$ cat config.mk
export PLATFORM = sky130hd
export DESIGN_NAME = vrf_write_arbiter
export DESIGN_NICKNAME = d
export VERILOG_FILES = /design/src/rtl/vrf_pkg.sv /design/src/rtl/vrf_lane_rr_arb.sv /design/src/rtl/vrf_write_arbiter.sv
export SDC_FILE = /design/constraint.sdc
export NUM_CORES = 2
export LEC_CHECK = 0
export ABC_AREA = 1
export CORE_AREA = 3 3 725 727
export DETAILED_ROUTE_END_ITERATION = 8
export DIE_AREA = 0 0 728 730
export PLACE_DENSITY = 0.3
export SLEW_MARGIN = 20
export SYNTH_ARGS = -nofsm -noshare
export SYNTH_HDL_FRONTEND = slang
export SYNTH_SLANG_ARGS = --single-unit
$ cat constraint.sdc
create_clock -name clk_i -period 48.6 [get_ports clk_i]
set_input_delay 14.58 -clock clk_i [delete_from_list [all_inputs] [get_ports clk_i]]
set_output_delay 14.58 -clock clk_i [all_outputs]
set_load 0.02 [all_outputs]
$ cat src/rtl/vrf_pkg.sv
// Shared geometry for the vector register file and its write arbiter.
// Holds the default vrf dimensions and the address-field widths derived from
// them, so the arbiter, the vrf and any bench agree on one set of numbers.
package vrf_pkg;

  localparam int def_els_p   = 32;  // total vector registers
  localparam int def_vlen_p  = 8;   // elements per vector
  localparam int def_vdw_p   = 32;  // bits per element
  localparam int def_lanes_p = 4;   // vrf lanes (power of two)
  localparam int def_reqs_p  = 3;   // producers sharing the write ports

  // Global register number = {lane, lane-local address}.
  localparam int def_lane_w  = $clog2(def_lanes_p);
  localparam int def_laddr_w = $clog2(def_els_p / def_lanes_p);
  localparam int def_gaddr_w = def_lane_w + def_laddr_w;
  localparam int def_data_w  = def_vlen_p * def_vdw_p;

endpackage

$ cat src/rtl/vrf_lane_rr_arb.sv
// Round-robin arbiter for one vrf write lane.
// Ports:
//   clk_i, reset_i : clock, asynchronous active-high reset
//   cand_i         : requesters currently asking for this lane
//   grant_o        : one-hot winner (combinational), zero when no candidate
// The pointer names the requester with highest priority this cycle; after a
// grant it moves to the requester just past the winner.
module vrf_lane_rr_arb
  import vrf_pkg::*;
#(
  parameter int reqs_p = def_reqs_p,
  localparam int ptr_w = (reqs_p > 1) ? $clog2(reqs_p) : 1
) (
  input  logic              clk_i,
  input  logic              reset_i,
  input  logic [reqs_p-1:0] cand_i,
  output logic [reqs_p-1:0] grant_o
);

  logic [ptr_w-1:0] ptr_q, ptr_d;

  // NOTE: every signal written here gets a default before the loop; a path
  // that leaves one unassigned would infer a latch.
  always_comb begin : scan
    int idx;
    int win;
    logic found;
    grant_o = '0;
    found   = 1'b0;
    win     = 0;
    for (int i = 0; i < reqs_p; i++) begin
      idx = (int'(ptr_q) + i) % reqs_p;
      if (!found && cand_i[idx]) begin
        grant_o[idx] = 1'b1;
        found        = 1'b1;
        win          = idx;
      end
    end
    ptr_d = found ? ptr_w'((win + 1) % reqs_p) : ptr_q;
  end

  // NOTE: state registers use non-blocking assignments so every flop samples
  // the pre-edge values regardless of block evaluation order.
  always_ff @(posedge clk_i or posedge reset_i) begin
    if (reset_i) ptr_q <= '0;
    else         ptr_q <= ptr_d;
  end

endmodule

$ cat src/rtl/vrf_write_arbiter.sv
// Write-port arbiter for the vector register file.
// Several producers each present one full-vector write addressed by global
// register number; each vrf lane grants at most one of them per cycle
// (round-robin per lane) and the granted write is registered onto that lane's
// vrf write port for the next cycle.
// Ports:
//   clk_i, reset_i  : clock, asynchronous active-high reset
//   req_v_i         : per-requester valid
//   req_addr_i      : per-requester global register {lane, local addr}, packed r-major
//   req_data_i      : per-requester vector data, packed r-major
//   req_yumi_o      : request consumed this cycle (combinational)
//   w_addr_o/w_data_o/w_en_o : per-lane vrf write port, packed lane-major
//   conflict_cnt_o  : saturating count of cycles with a valid but ungranted request
module vrf_write_arbiter
  import vrf_pkg::*;
#(
  parameter int els_p   = def_els_p,
  parameter int vlen_p  = def_vlen_p,
  parameter int vdw_p   = def_vdw_p,
  parameter int lanes_p = def_lanes_p,
  parameter int reqs_p  = def_reqs_p,
  localparam int lane_w  = $clog2(lanes_p),
  localparam int laddr_w = $clog2(els_p / lanes_p),
  localparam int gaddr_w = lane_w + laddr_w,
  localparam int data_w  = vlen_p * vdw_p
) (
  input  logic                        clk_i,
  input  logic                        reset_i,
  input  logic [reqs_p-1:0]           req_v_i,
  input  logic [reqs_p*gaddr_w-1:0]   req_addr_i,
  input  logic [reqs_p*data_w-1:0]    req_data_i,
  output logic [reqs_p-1:0]           req_yumi_o,
  output logic [lanes_p*laddr_w-1:0]  w_addr_o,
  output logic [lanes_p*data_w-1:0]   w_data_o,
  output logic [lanes_p-1:0]          w_en_o,
  output logic [15:0]                 conflict_cnt_o
);

  logic [reqs_p-1:0] cand  [lanes_p];
  logic [reqs_p-1:0] grant [lanes_p];

  logic [lanes_p-1:0]         w_en_q,   w_en_d;
  logic [lanes_p*laddr_w-1:0] w_addr_q, w_addr_d;
  logic [lanes_p*data_w-1:0]  w_data_q, w_data_d;
  logic [15:0]                conflict_q, conflict_d;

  // Lane decode. Candidates are masked while reset is high so nothing is
  // consumed that could never be written.
  always_comb begin
    for (int l = 0; l < lanes_p; l++) begin
      for (int r = 0; r < reqs_p; r++) begin
        cand[l][r] = req_v_i[r] && !reset_i &&
                     (req_addr_i[r*gaddr_w + laddr_w +: lane_w] == lane_w'(l));
      end
    end
  end

  for (genvar l = 0; l < lanes_p; l++) begin : g_lane
    vrf_lane_rr_arb #(
      .reqs_p (reqs_p)
    ) u_arb (
      .clk_i   (clk_i),
      .reset_i (reset_i),
      .cand_i  (cand[l]),
      .grant_o (grant[l])
    );
  end

  // A requester targets exactly one lane, so at most one lane grants it.
  always_comb begin
    req_yumi_o = '0;
    for (int l = 0; l < lanes_p; l++) req_yumi_o = req_yumi_o | grant[l];
  end

  // Winner mux per lane; addr/data hold when a lane is idle.
  always_comb begin
    w_en_d   = '0;
    w_addr_d = w_addr_q;
    w_data_d = w_data_q;
    for (int l = 0; l < lanes_p; l++) begin
      for (int r = 0; r < reqs_p; r++) begin
        if (grant[l][r]) begin
          w_en_d[l]                       = 1'b1;
          w_addr_d[l*laddr_w +: laddr_w]  = req_addr_i[r*gaddr_w +: laddr_w];
          w_data_d[l*data_w +: data_w]    = req_data_i[r*data_w +: data_w];
        end
      end
    end
  end

  always_comb begin
    conflict_d = conflict_q;
    if (($countones(req_v_i) > $countones(req_yumi_o)) && (conflict_q != 16'hFFFF))
      conflict_d = conflict_q + 16'd1;
  end

  // NOTE: the asynchronous reset clears the pending write as well, so a
  // write registered just before reset never reaches the vrf.
  always_ff @(posedge clk_i or posedge reset_i) begin
    if (reset_i) begin
      w_en_q     <= '0;
      w_addr_q   <= '0;
      w_data_q   <= '0;
      conflict_q <= '0;
    end else begin
      w_en_q     <= w_en_d;
      w_addr_q   <= w_addr_d;
      w_data_q   <= w_data_d;
      conflict_q <= conflict_d;
    end
  end

  assign w_en_o         = w_en_q;
  assign w_addr_o       = w_addr_q;
  assign w_data_o       = w_data_q;
  assign conflict_cnt_o = conflict_q;

endmodule

==> run summary <==
========================================================================================================
Average cell area after synthesis                                                               7.40 um2
Post-CTS clock slew at the launch and capture registers of the worst setup and hold paths        0.05 ns
Most common cell after layout, fill and taps aside                                          clkdlybuf4s50_1
Status                                                                                      finished clean
Total DRC errors in the routed layout                                                                  0
Total of cells resized after clock tree synthesis                                                      0
Part of the Yosys area used for sequential elements                                                44.1%
Clock tree from TritonCTS                                                                            yes
Via count of the first global-routing pass                                                         65506
Worst hold path type                                                                             reg2reg
Largest clock skew in the final design                                                         0.0757 ns
Placed wire-length estimate                                                                    399000 um
Syn_nets                                                                                            9013
Die boundary height                                                                               730 um
First-pass GRT wire length                                                                     672000 um
Count of synthesis-stage warnings from yosys                                                           0
Number of levels in the clock H-tree                                                                   4
Summed instance area of the synthesized netlist                                               0.0603 mm2
Sum of internal, switching and leakage power                                                    10100 uW
Placement Cell Area                                                                           0.0860 mm2
Sinks on Clock Net                                                                                  1064
Number of ports placed on the die boundary                                                          1847
Die W                                                                                             728 um
Count of filler cells inserted in the layout                                                       58852
Data required, critical path                                                                    34.02 ns
Count of mapped cells out of synthesis                                                              8156
Worst-path cell chain                                                                       clkdlybuf4s50_1 > inv_8 > nand2_1 > nor3_1 > nand3_1 > nand2_2 > nand3_4 > inv_2 > nand2_1 > nand2_2 > buf_4 > inv_8 > nor4_1 > buf_4 > inv_1 > clkdlybuf4s50_1
Largest stage delay on the critical path                                                         0.63 ns
Post-CTS setup repair buffer count                                                                     0
Most frequent cells in the layout                                                           clkdlybuf4s50_1, nand2_1, o21ai_0
Total global-route track usage                                                                     18.6%
Hold Buf Count CTS                                                                                     0
Total grt overflow                                                                                     0
Total via count after detailed routing                                                             67096
Final setup fails                                                                                      0
Final total negative setup slack                                                                    0 ns
Arrival time of the worst setup path                                                            18.47 ns
Antenna violations before repair                                                                     214
Final number of hold-violating endpoints                                                               0
Async SR Flop Fraction                                                                              100%
Worst slack at placement                                                                        15.32 ns
Worst hold margin                                                                               0.479 ns
I/O Buffers                                                                                         1846
Initial Util                                                                                       11.6%
Post-route standard cell area excluding fillers                                               0.0915 mm2
Cell at the root of the clock tree                                                             clkbuf_16
Final count of pins violating max slew                                                                 0
Violation count after the first detailed-routing iteration                                          4224
Startpoint type of the worst setup path                                                     primary input
Site row count                                                                                       265
Critical Path Sink Type                                                                     primary output
Slowest stage cell, crit path                                                               clkdlybuf4s50_1
Max VDD drop                                                                                  0.000119 V
Core ar.                                                                                       0.520 mm2
Smallest setup slack after layout                                                               15.55 ns
Die area                                                                                       0.531 mm2
RD Place Congestion                                                                                0.869
P&R area growth vs syn                                                                             51.6%
Time the final worst path needs with I/O delays and setup                                       33.05 ns
Most frequently used flop master after synthesis                                                 dfrtp_1
Mean number of vias per cell                                                                        4.02
Share of post-route cells with drive strength above 1                                              5.19%
Maximum Capacitance Violations                                                                         0
Number of buffers added by the clock tree synthesis step                                             170
Post-detailed-routing wire length                                                              516000 um
Worst Path Class, Setup                                                                           in2out
CTS max path bufs                                                                                      4
Final Net Count                                                                                    10457
Total power density per cell area                                                             111 mW/mm2
Static Leak                                                                                    0.0343 uW
Average routed wire per standard cell                                                            30.9 um
Final antenna-violating net count                                                                      0
Number of iterations in the first detailed-routing pass                                                7
EDFF count, synth                                                                                      0
Number of unique standard cell types used by synthesis                                                52
Unrepaired setup endpoints after global routing                                                    false
Worst-skew pair later-pin latency                                                                0.89 ns
Largest net degree at the start of global routing                                                    167
Worst-case headroom to the max-slew limit                                                          27.4%
Tightest Pin Transition                                                                          1.09 ns
Final period utilization                                                                           68.0%
Max FO, Critical Path                                                                                 96
Achievable clock frequency                                                                    0.0303 GHz
Yosys reg bits                                                                                      1064
========================================================================================================
[cell usage after synthesis (4+ instances only)]
cell / n / area [um2]
nor4_1: 5 / 31.3
nand4_1: 32 / 200
o21ai_2: 7 / 61.3
xnor2_1: 12 / 105
o22ai_1: 6 / 37.5
o31ai_1: 6 / 45.0
a21oi_1: 1275 / 6380
o21ai_1: 18 / 90.1
nand4_2: 4 / 50.1
a22oi_1: 7 / 52.6
nand2_4: 11 / 124
o211ai_1: 4 / 30.0
nor2_2: 6 / 37.5
ha_1: 67 / 838
nor3_1: 9 / 45.0
nand2_1: 1342 / 5040
o22a_1: 16 / 140
nor2_1: 816 / 3060
a31oi_1: 758 / 4740
clkinv_1: 6 / 22.5
buf_2: 6 / 30.0
nand3_4: 6 / 105
buf_1: 19 / 71.3
nand2_2: 41 / 257
dfrtp_1: 1064 / 26600
nand3_1: 122 / 611
inv_2: 26 / 97.6
o21a_1: 4 / 30.0
xor2_1: 14 / 123
clkbuf_1: 659 / 2470
nor2_4: 7 / 78.8
inv_1: 411 / 1540
o21ai_0: 1323 / 6620
nand3_2: 17 / 170
[metrics by stage]
| stage | utilization, % | instances |
|---|---|---|
| final | 17.6 | 16699 |
| after global routing | 17.6 | 16670 |
| after CTS | 17.6 | 16658 |
| after detailed placement | 16.5 | 16370 |
| after global placement | 16.5 | 16370 |
| after floorplan | - | 8156 |
[metal layers]
metal	GRT usage [%]	wire, um	vias up
li1	-	-	31270
met1	19.9	190000	32788
met2	34.2	265000	2122
met3	5.20	34000	744
met4	7.45	24800	172
met5	0	1110	-
[state kept, by name, summed over array words and instances, names as in the netlist]
name                cells
w_data_o             1024
w_en_o                  4
w_addr_o               12
g_lane.u_arb.ptr_q      8
conflict_cnt_o         16
[final timing paths]
path                                                  to  slack, ns                      from  cells after the start
worst max-delay path                       req_yumi_o[1]      15.55                   reset_i                     16
worst min-delay path                       w_data_o[900]       0.48             w_data_o[900]                      2
worst max register to register             w_data_o[934]      41.53  g_lane[3].u_arb.ptr_q[1]                     20
max in group asynchronous                  w_data_o[557]      30.35                   reset_i                      6
min in group asynchronous       g_lane[3].u_arb.ptr_q[0]      14.37                   reset_i                      2
worst min register to register             w_data_o[900]       0.48             w_data_o[900]                      2
[logic make-up (layout without fill, tap and decap cells)]
family	Yosys count	count (layout)	share of synthesized area (%)
simple gates	2428	2428	16.5
flops	1064	1064	44.1
fa+ha+maj	69	69	1.46
buf+inv	1133	2693	7.11
compound gates	3433	3433	30.4
xor+xnor	29	29	0.458
other cells	0	41	0
[power breakdown]
group          total (uW)  leakage, uW  switching, uW  internal, uW
Clock                1260      0.00260            529           729
Sequential           1760       0.0122            325          1430
Combinational        7130       0.0196           4910          2220
[critical path, delay by kind of cell]
| kind | cells | cell delay, ns |
|---|---|---|
| AND/OR/NAND/NOR | 8 | 1.19 |
| buffers and inverters | 8 | 2.63 |
[layout make-up]
cell class / instances / area, um2 / area share [%]
clock inverters: 37 / 531 / 0.580
flip-flops and latches: 1064 / 26600 / 29.1
clock buffers: 251 / 4830 / 5.28
multi-input cells: 5959 / 29500 / 32.3
diodes: 41 / 103 / 0.112
inverters: 446 / 1720 / 1.88
repair buffers: 1959 / 19500 / 21.3
well taps: 6942 / 8690 / 9.50
Note: power is estimated with default switching activity, not from simulation.
